File: src/rtl/trail_painter.sv
// Trail painter: per frame, probes each player's anchor pixel for an existing trail,
// then paints a BLK x BLK block in the player's colour through the framebuffer arbiter.
module trail_painter #(
    parameter int unsigned NUM_PLAYERS = 2,
    parameter int unsigned COORD_W     = 8,
    parameter int unsigned ADDR_W      = 20,
    parameter int unsigned DATA_W      = 16,
    parameter int unsigned BLK         = 2,
    parameter int unsigned PITCH       = 320,
    parameter int unsigned X_OFF       = 8,
    parameter int unsigned RD_LAT      = 2,
    parameter logic [2:0]  PLAY_STATE  = 3'b010
) (
    input  logic                           Clk,
    input  logic                           Reset_n,
    input  logic                           frame_clk,
    input  logic [2:0]                     Game_State,
    input  logic [NUM_PLAYERS*COORD_W-1:0] pos_x,
    input  logic [NUM_PLAYERS*COORD_W-1:0] pos_y,
    input  logic [NUM_PLAYERS*DATA_W-1:0]  color,
    output logic [ADDR_W-1:0]              fb_addr,
    output logic [DATA_W-1:0]              fb_wdata,
    output logic                           fb_we,
    output logic                           fb_re,
    input  logic                           fb_ready,
    input  logic [DATA_W-1:0]              fb_rdata,
    output logic [NUM_PLAYERS-1:0]         collision,
    output logic                           busy,
    output logic                           done
);

    localparam int unsigned PW = (NUM_PLAYERS > 1) ? $clog2(NUM_PLAYERS) : 1;
    localparam int unsigned LW = $clog2(RD_LAT + 1);
    localparam logic [1:0] BLK_LAST = 2'(BLK - 1);
    localparam logic [PW-1:0] P_LAST = PW'(NUM_PLAYERS - 1);
    localparam logic [LW-1:0] WAIT_LAST = LW'(RD_LAT - 1);

    typedef enum logic [2:0] {
        StIdle, StLatch, StRead, StWait, StWrite, StNext, StDone
    } state_e;

    state_e state_q, state_d;

    logic frame_q, frame_d1_q, rise;
    logic in_play, in_play_q, enter_play;
    logic pending_q;
    logic [PW-1:0] p_q, p_next;
    logic [1:0] row_q, col_q;
    logic [LW-1:0] wait_q;
    logic last_beat, last_p, start_req, wait_done;

    logic [COORD_W-1:0] x_q [NUM_PLAYERS];
    logic [COORD_W-1:0] y_q [NUM_PLAYERS];
    logic [DATA_W-1:0]  color_q [NUM_PLAYERS];
    logic [COORD_W-1:0] prev_x_q [NUM_PLAYERS];
    logic [COORD_W-1:0] prev_y_q [NUM_PLAYERS];
    logic prev_valid_q;
    logic [NUM_PLAYERS-1:0] skip_now, skip_q, collision_q;

    logic [ADDR_W-1:0] anchor, blk_off;

    assign rise       = frame_q & ~frame_d1_q;
    assign in_play    = (Game_State == PLAY_STATE);
    assign enter_play = in_play & ~in_play_q;
    assign start_req  = rise | pending_q;
    assign last_beat  = (row_q == BLK_LAST) && (col_q == BLK_LAST);
    assign last_p     = (p_q == P_LAST);
    assign p_next     = p_q + 1'b1;
    assign wait_done  = (wait_q == WAIT_LAST);

    // An unmoved player would otherwise collide with its own head.
    always_comb begin
        for (int i = 0; i < NUM_PLAYERS; i++) begin
            skip_now[i] = prev_valid_q &&
                          (pos_x[i*COORD_W +: COORD_W] == prev_x_q[i]) &&
                          (pos_y[i*COORD_W +: COORD_W] == prev_y_q[i]);
        end
    end

    always_comb begin
        anchor  = (ADDR_W'(x_q[p_q]) + ADDR_W'(X_OFF)) * ADDR_W'(BLK) +
                  ADDR_W'(y_q[p_q]) * ADDR_W'(PITCH * BLK);
        blk_off = ADDR_W'(row_q) * ADDR_W'(PITCH) + ADDR_W'(col_q);
    end

    always_ff @(posedge Clk or negedge Reset_n) begin
        if (!Reset_n) begin
            state_q <= StIdle;
        end else begin
            state_q <= state_d;
        end
    end

    always_comb begin
        state_d = state_q;
        unique case (state_q)
            StIdle:  if (start_req) state_d = StLatch;
            StLatch: state_d = skip_now[0] ? StWrite : StRead;
            StRead:  if (fb_ready) state_d = StWait;
            StWait:  if (wait_done) state_d = StWrite;
            StWrite: begin
                if (fb_ready && last_beat) begin
                    if (last_p) begin
                        state_d = StNext;
                    end else begin
                        state_d = skip_q[p_next] ? StWrite : StRead;
                    end
                end
            end
            StNext:  state_d = StDone;
            StDone:  state_d = start_req ? StLatch : StIdle;
            default: state_d = StIdle;
        endcase
        if (!in_play) state_d = StIdle;
    end

    always_comb begin
        fb_re    = 1'b0;
        fb_we    = 1'b0;
        fb_addr  = '0;
        fb_wdata = '0;
        unique case (state_q)
            StRead: begin
                fb_re   = 1'b1;
                fb_addr = anchor;
            end
            StWrite: begin
                fb_we    = 1'b1;
                fb_addr  = anchor + blk_off;
                fb_wdata = color_q[p_q];
            end
            default: ;
        endcase
        busy = (state_q != StIdle);
        done = (state_q == StDone);
    end

    assign collision = collision_q;

    always_ff @(posedge Clk or negedge Reset_n) begin
        if (!Reset_n) begin
            frame_q      <= 1'b0;
            frame_d1_q   <= 1'b0;
            in_play_q    <= 1'b0;
            pending_q    <= 1'b0;
            p_q          <= '0;
            row_q        <= '0;
            col_q        <= '0;
            wait_q       <= '0;
            prev_valid_q <= 1'b0;
            skip_q       <= '0;
            collision_q  <= '0;
            for (int i = 0; i < NUM_PLAYERS; i++) begin
                x_q[i]      <= '0;
                y_q[i]      <= '0;
                color_q[i]  <= '0;
                prev_x_q[i] <= '0;
                prev_y_q[i] <= '0;
            end
        end else begin
            frame_q    <= frame_clk;
            frame_d1_q <= frame_q;
            in_play_q  <= in_play;

            // Only one queued pass; a start consumes it.
            if (!in_play || state_d == StLatch) begin
                pending_q <= 1'b0;
            end else if (rise && state_q != StIdle) begin
                pending_q <= 1'b1;
            end

            if (state_q == StLatch) begin
                for (int i = 0; i < NUM_PLAYERS; i++) begin
                    x_q[i]     <= pos_x[i*COORD_W +: COORD_W];
                    y_q[i]     <= pos_y[i*COORD_W +: COORD_W];
                    color_q[i] <= color[i*DATA_W +: DATA_W];
                end
                skip_q <= skip_now;
                p_q    <= '0;
                row_q  <= '0;
                col_q  <= '0;
            end

            if (state_q == StRead && fb_ready) wait_q <= '0;
            if (state_q == StWait) wait_q <= wait_q + 1'b1;

            if (state_q == StWrite && fb_ready) begin
                if (last_beat) begin
                    row_q <= '0;
                    col_q <= '0;
                    if (!last_p) p_q <= p_next;
                end else if (col_q == BLK_LAST) begin
                    col_q <= '0;
                    row_q <= row_q + 1'b1;
                end else begin
                    col_q <= col_q + 1'b1;
                end
            end

            if (enter_play) begin
                collision_q <= '0;
            end else if (in_play && state_q == StWait && wait_done && fb_rdata != '0) begin
                collision_q[p_q] <= 1'b1;
            end

            if (!in_play) begin
                prev_valid_q <= 1'b0;
            end else if (state_q == StDone) begin
                prev_valid_q <= 1'b1;
                for (int i = 0; i < NUM_PLAYERS; i++) begin
                    prev_x_q[i] <= x_q[i];
                    prev_y_q[i] <= y_q[i];
                end
            end
        end
    end

endmodule

File: config.mk
export PLATFORM = sky130hd
export DESIGN_NAME = trail_painter
export DESIGN_NICKNAME = d
export VERILOG_FILES = /design/src/rtl/trail_painter.sv
export SDC_FILE = /design/constraint.sdc
export NUM_CORES = 1
export LEC_CHECK = 0
export BUFFER_PORTS_ARGS = -buffer_cell sky130_fd_sc_hd__clkbuf_2
export CORE_MARGIN = 2
export CORE_UTILIZATION = 60
export CTS_CLUSTER_DIAMETER = 200
export DETAILED_ROUTE_END_ITERATION = 8
export HOLD_SLACK_MARGIN = 0.08
export PLACE_DENSITY = 0.86
export SLEW_MARGIN = 40
export SYNTH_ARGS = -nofsm -noshare
export SYNTH_HDL_FRONTEND = slang
export SYNTH_SLANG_ARGS = --single-unit
File: constraint.sdc
create_clock -name Clk -period 10.38 [get_ports Clk]
set_input_delay 1.038 -clock Clk [delete_from_list [all_inputs] [get_ports Clk]]
set_output_delay 1.038 -clock Clk [all_outputs]
set_load 0.01 [all_outputs]
==> results of run 1 <==
## kinds of logic after synthesis
family,share of synthesized area (%)
flip-flops,43.8
other,0.0576
AND/OR/NAND/NOR,22.4
XOR/XNOR,7.50
multiplexers,10.5
buffers and inverters,2.77
adder cells (fa/ha/maj),5.42
AO/OA/AOI/OAI,7.46
## through the flow
| stage | cell area, um2 | std cells |
|---|---|---|
| after floorplan | 6510 | 716 |
| after global placement | 7220 | 953 |
| after detailed placement | 7230 | 953 |
| after CTS | 7920 | 985 |
| after global routing | 7920 | 985 |
| final | 7920 | 985 |
## synthesized netlist by cell type (8+ instances only)
| cell type | number |
|---|---|
| nand2_1 | 221 |
| mux2i_1 | 20 |
| inv_1 | 9 |
| nand4_1 | 10 |
| xor2_1 | 11 |
| ha_1 | 25 |
| mux2_2 | 43 |
| dfrtp_1 | 114 |
| nor2_1 | 49 |
| nor4_1 | 8 |
| o21ai_0 | 16 |
| nor2b_1 | 9 |
| clkbuf_1 | 27 |
| xnor2_1 | 42 |
| a21oi_1 | 16 |
| nand3_1 | 15 |
## worst paths after layout
| kind | from | to | slack, ns | cells past startpoint |
|---|---|---|---|---|
| setup / recovery | last_p | fb_addr[17] | 3.96 | 15 |
| hold / removal | frame_q | frame_d1_q | 0.38 | 0 |
| setup reg to reg | prev_x_q[14] | state_q[2] | 8.23 | 7 |
| hold reg to reg | frame_q | frame_d1_q | 0.38 | 0 |
| max in group asynchronous | Reset_n | last_p | 8.88 | 2 |
| min in group asynchronous | Reset_n | color_q[24] | 0.39 | 1 |
## routing by layer
layer  vias to the layer above  part of all wire (%)
met2                       277                    49
met1                      2823                    39
li1                       2645                     -
met3                        68                   7.2
met4                         0                   4.1
met5                         -                     0
## sequential cells by signal (all words and copies together), names as in the netlist, 2 cells and up
name	flops
x_q	16
collision	2
row_q	2
col_q	2
prev_x_q	16
state_q	3
color_q	32
prev_y_q	16
y_q	16
wait_q	2
## area by class of cell
cell class / count / area, um2
clock buffers: 22 / 463
clock inverters: 10 / 228
fillers: 683 / 2770
multi-input cells: 558 / 3490
flip-flops and latches: 114 / 2860
repair buffers: 130 / 669
well taps: 140 / 175
inverters: 11 / 41.3
## where the power goes
group	switching, mW	total [mW]	internal (mW)
registers	0.0603	0.574	0.514
clock network	0.203	0.684	0.481
logic	0.285	0.492	0.207
total	0.549	1.75	1.20
## worst max-delay path: stages (launching register included)
cell and delay, ns:
dfrtp_4 0.86, mux2i_1 0.43, inv_1 0.14, ha_1 0.24, nand2_1 0.08, xor2_1 0.28, fa_1 0.51, ha_1 0.38
nand4_1 0.14, nor2_1 0.15, a21oi_2 0.08, or4_4 0.52, or3b_1 0.40, or3_1 0.32, a32oi_1 0.16, clkbuf_2 0.16
==> qor.txt, run 1 <==
NumNets Final: 946
Cells after synthesis: 715
Drt wl/cell: 17.8 um
Fmax: 0.156 GHz
Pleak: 3.94 nW
Gr usage total: 31.7%
Die width: 108 um
Count of different cell masters after synthesis: 60
GR Overflow Total: 0
Crit end category: primary output
Yosys top cell by area: dfrtp_1
Via density: 5.90
Area contributors post-synth: dfrtp_1 44%, nand2_1 13%, mux2_2 7.4%
Hold Buf Count CTS: 0
CTS Buffer Depth: 2
Die height: 108 um
Post-synthesis cell area: 6510 um2
H-tree depth: 4
Area Growth Syn to Fin: 21.8%
PD cells: 221 nW/um2
Async SR Flop Fraction: 100%
Vias: 5813
#FFs+latches synth: 114
CTS resizes: 0
Grt met2 use: 51.7%
CP startpoint kind: flop
# diodes: 0
Top-area cell type share of the netlist area: 43.8%
Crit-path max FO: 46
Pin count of the biggest net entering global routing: 93
CTS sink cnt: 114
Post-synth top flop: dfrtp_1
Worst-Margin Slew: 0.733 ns
Num CTS Buffers: 17
RSZ-0062 raised after global routing: no
Initial Util: 60.8%
Hold Violations, Final: 0
Share of cells above drive strength 1: 25.7%
Slew Limit Fails: 0
Final setup violation count: 0
Initial antenna violation count: 0
Commonest non-fill, non-tap cell in the layout: nand2_1
Root buf cell: clkbuf_8
Clock Skews: 0.00703 ns
Fin Hold WS: 0.376 ns
Rows: 38
Grt peak-use layer: met2
Mean Syn Cell Area: 9.10 um2
DIE AREA: 11700 um2
Final Core Density: 74.1%
CTS tree: yes
Tcrit/Tclk final: 61.8%
DP HPWL: 11.3 mm
Detail Route Antenna Nets: 0
Crit Path Class: reg2out
First-pass detailed-route iteration total: 5
Drt initial violations: 484
Yosys warning count: 0
Num ports: 129
Peak VDD IR: 0.141 mV
Post-synth EDFFs: 0
DR DRC count: 0
WP data required: 9.34 ns
Worst Hold Class: reg2reg
TNS Setup: 0 ns
Final WS setup: 3.96 ns
DP Worst Slack: 4.63 ns
Max transition margin: 51.1%
M1 GR Usage: 39.0%
Met3 usage: 9.22%
Final Total Pwr: 1.75 mW
Core Box Area: 10700 um2
Most frequent cells in the layout: 220 x nand2_1, 125 x clkbuf_2, 113 x dfrtp_1, 49 x nor2_1, 43 x mux2_2
Max-cap violations: 0
Worst-path clk slew: 0.06 ns
Post-Route WL: 17.5 mm
Postcts setup bufs: 0
Status: finished, final reports clean
Vias in the first global route: 5848
Critical Path AT: 5.38 ns
Fin crit period: 6.42 ns
First-pass GRT wire length: 28.6 mm
Port bufs: 126
Final Wtd Congestion: 0.877
Register area share after synthesis: 43.8%
Clk_lat worst skew: 0.53 ns
Power figures use the tool's default switching activity.
==> run 2, diff against run 1 <==
Settings changed: CORE_UTILIZATION 60 to 56, PLACE_DENSITY 0.86 to 0.81.
Clock period 10.38 ns to 6.27 ns, I/O delays scaled along.
==> run 2 against run 1 <==
Via count decreased by 2.1%. Sequential share of layout area about the same. Count of clock-buffer cells in the layout increased by 1. Register-to-register slack got worse by 4.3 ns. Cell count increased by 0.51%. Worst hold slack got worse by 0.18 ns. Critical path type unchanged. Largest cell class unchanged.
==> qor.txt, run 2 (synthesis results as in run 1) <==
Clk_lat worst skew: 0.41 ns (was 0.53 ns)
CP bufs+invs: 2 (unchanged)
Final WS setup: 0.491 ns (was 3.96 ns)
Slew Limit Fails: 0 (unchanged)
Grt peak-use layer: met2 (unchanged)
NumNets Final: 948 (was 946)
PD cells: 359 nW/um2 (was 221 nW/um2)
Share of cells above drive strength 1: 25.9% (was 25.7%)
WP data required: 5.64 ns (was 9.34 ns)
Worst-path clk slew: 0.05 ns (was 0.06 ns)
CTS resizes: 0 (unchanged)
Initial antenna violation count: 1 (was 0)
Fmax: 0.173 GHz
Detail Route Antenna Nets: 0 (unchanged)
Post-Route WL: 17.0 mm (was 17.5 mm)
Final Wtd Congestion: 0.888 (was 0.877)
Rows: 39 (was 38)
Status: finished, final reports clean (unchanged)
Fin crit period: 5.78 ns
DP Worst Slack: 0.975 ns (was 4.63 ns)
Peak VDD IR: 0.247 mV (was 0.141 mV)
Drt wl/cell: 17.1 um (was 17.8 um)
RSZ-0062 raised after global routing: no (unchanged)
Die width: 112 um (was 108 um)
Num ports: 129 (unchanged)
Vias: 5690 (was 5813)
Root buf cell: clkbuf_16 (was clkbuf_8)
Gr usage total: 27.9% (was 31.7%)
CTS Buffer Depth: 2 (unchanged)
GR Overflow Total: 0 (unchanged)
Drt initial violations: 501 (was 484)
First-pass GRT wire length: 27.9 mm (was 28.6 mm)
Commonest non-fill, non-tap cell in the layout: nand2_1 (unchanged)
Slowest-stage cell, CP: dfrtp_2 (was dfrtp_4)
Clock Skews: 0.00836 ns (was 0.00703 ns)
M1 GR Usage: 34.8% (was 39.0%)
Final setup violation count: 0 (unchanged)
Hold Violations, Final: 0 (unchanged)
TNS Setup: 0 ns (unchanged)
Hold Buf Count CTS: 0 (unchanged)
Max transition margin: 50.6% (was 51.1%)
Vias in the first global route: 5772 (was 5848)
Pin count of the biggest net entering global routing: 76 (was 93)
Crit Path Class: reg2out (unchanged)
Worst-Margin Slew: 0.739 ns (was 0.733 ns)
Worst Hold Class: in2async (was reg2reg)
H-tree depth: 4 (unchanged)
Grt met2 use: 45.9% (was 51.7%)
Tcrit/Tclk final: 92.2%
CP startpoint kind: flop (unchanged)
DP HPWL: 11.9 mm (was 11.3 mm)
Via density: 5.75 (was 5.90)
Area Growth Syn to Fin: 21.7% (was 21.8%)
Num CTS Buffers: 17 (unchanged)
Postcts setup bufs: 0 (unchanged)
Max-cap violations: 0 (unchanged)
Most frequent cells in the layout: 221 x nand2_1, 125 x clkbuf_2, 113 x dfrtp_1, 49 x nor2_1, 43 x mux2_2 (was 220 x nand2_1, 125 x clkbuf_2, 113 x dfrtp_1, 49 x nor2_1, 43 x mux2_2)
Max FFs per register: 32 (unchanged)
DIE AREA: 12500 um2 (was 11700 um2)
Critical Path AT: 5.15 ns (was 5.38 ns)
First-pass detailed-route iteration total: 5 (unchanged)
# diodes: 0 (unchanged)
CTS sink cnt: 114 (unchanged)
Port bufs: 126 (unchanged)
Core Box Area: 11400 um2 (was 10700 um2)
Pleak: 3.95 nW (was 3.94 nW)
Crit end category: primary output (unchanged)
Crit-path leading delay family: simple AND/OR/NAND/NOR gates (unchanged)
Crit-path max FO: 30 (was 46)
Most flops, register: color_q (unchanged)
Fillers: 811 (was 683)
Worst-path cell chain: mux2i_1, inv_1, ha_1, nand2_1, xor2_1, fa_1, xor2_1, ha_1, nand4_1, nor2_1, a21oi_2, or4_4, or3b_1, or3_1, a32oi_1, clkbuf_2 (was mux2i_1, inv_1, ha_1, nand2_1, xor2_1, fa_1, ha_1, nand4_1, nor2_1, a21oi_2, or4_4, or3b_1, or3_1, a32oi_1, clkbuf_2)
DR DRC count: 0 (unchanged)
Die height: 112 um (was 108 um)
Initial Util: 57.2% (was 60.8%)
Met3 usage: 7.51% (was 9.22%)
CTS tree: yes (unchanged)
Max incr delay on CP: 0.82 ns (was 0.86 ns)
-- run 2: report_power, final --
part	switching (mW)	internal, mW	leakage, nW
registers	0.0965	0.851	1.44
logic	0.471	0.343	2.17
clock network	0.323	0.756	0.333
total	0.890	1.95	3.95
-- run 2: path summary, 6_finish.rpt --
check | slack [ns] | depth (start not counted) | end | start
max | 0.49 | 16 | fb_addr[17] | last_p
min | 0.19 | 1 | color_q[7] | Reset_n
max reg2reg | 3.92 | 4 | last_p | state_q[0]
min reg2reg | 0.37 | 0 | frame_d1_q | frame_q
max in group asynchronous | 5.05 | 2 | prev_y_q[8] | Reset_n
min in group Clk | 0.32 | 1 | frame_q | frame_clk
-- run 2: area by class of cell --
| cell class | instances | area (um2) | share of cell area [%] |
|---|---|---|---|
| Multi-Input combinational cell | 558 | 3490 | 44.1 |
| Sequential cell | 114 | 2850 | 36.1 |
| Timing Repair Buffer | 132 | 682 | 8.61 |
| Clock buffer | 23 | 498 | 6.29 |
| Tap cell | 143 | 179 | 2.26 |
| Clock inverter | 9 | 174 | 2.20 |
| Inverter | 11 | 41.3 | 0.522 |
-- run 2: metal layers --
| metal | share of wire [%] | vias up |
|---|---|---|
| li1 | - | 2640 |
| met1 | 40 | 2728 |
| met2 | 49 | 263 |
| met3 | 6.9 | 57 |
| met4 | 3.4 | 2 |
| met5 | 0.077 | - |
-- run 2: through the flow --
stage / hold slack (ns) / cells / total power, mW / util [%] / cell area [um2]
after floorplan: 0.331 / 716 / 1.53 / - / 6510
after global placement: 0.351 / 958 / 1.70 / 63.7 / 7240
after detailed placement: 0.363 / 958 / 1.75 / 63.7 / 7240
after CTS: 0.201 / 990 / 2.84 / 69.6 / 7920
after global routing: 0.223 / 990 / 3.00 / 69.6 / 7920
final: 0.192 / 990 / 2.84 / 69.6 / 7920
-- run 2: worst reg2reg max path, delay by kind of cell, from the launching register on --
| kind | cells | cell delay (ns) |
|---|---|---|
| buf+inv | 2 | 0.58 |
| flops | 1 | 0.55 |
| mux | 1 | 0.33 |
| simple gates | 1 | 0.78 |
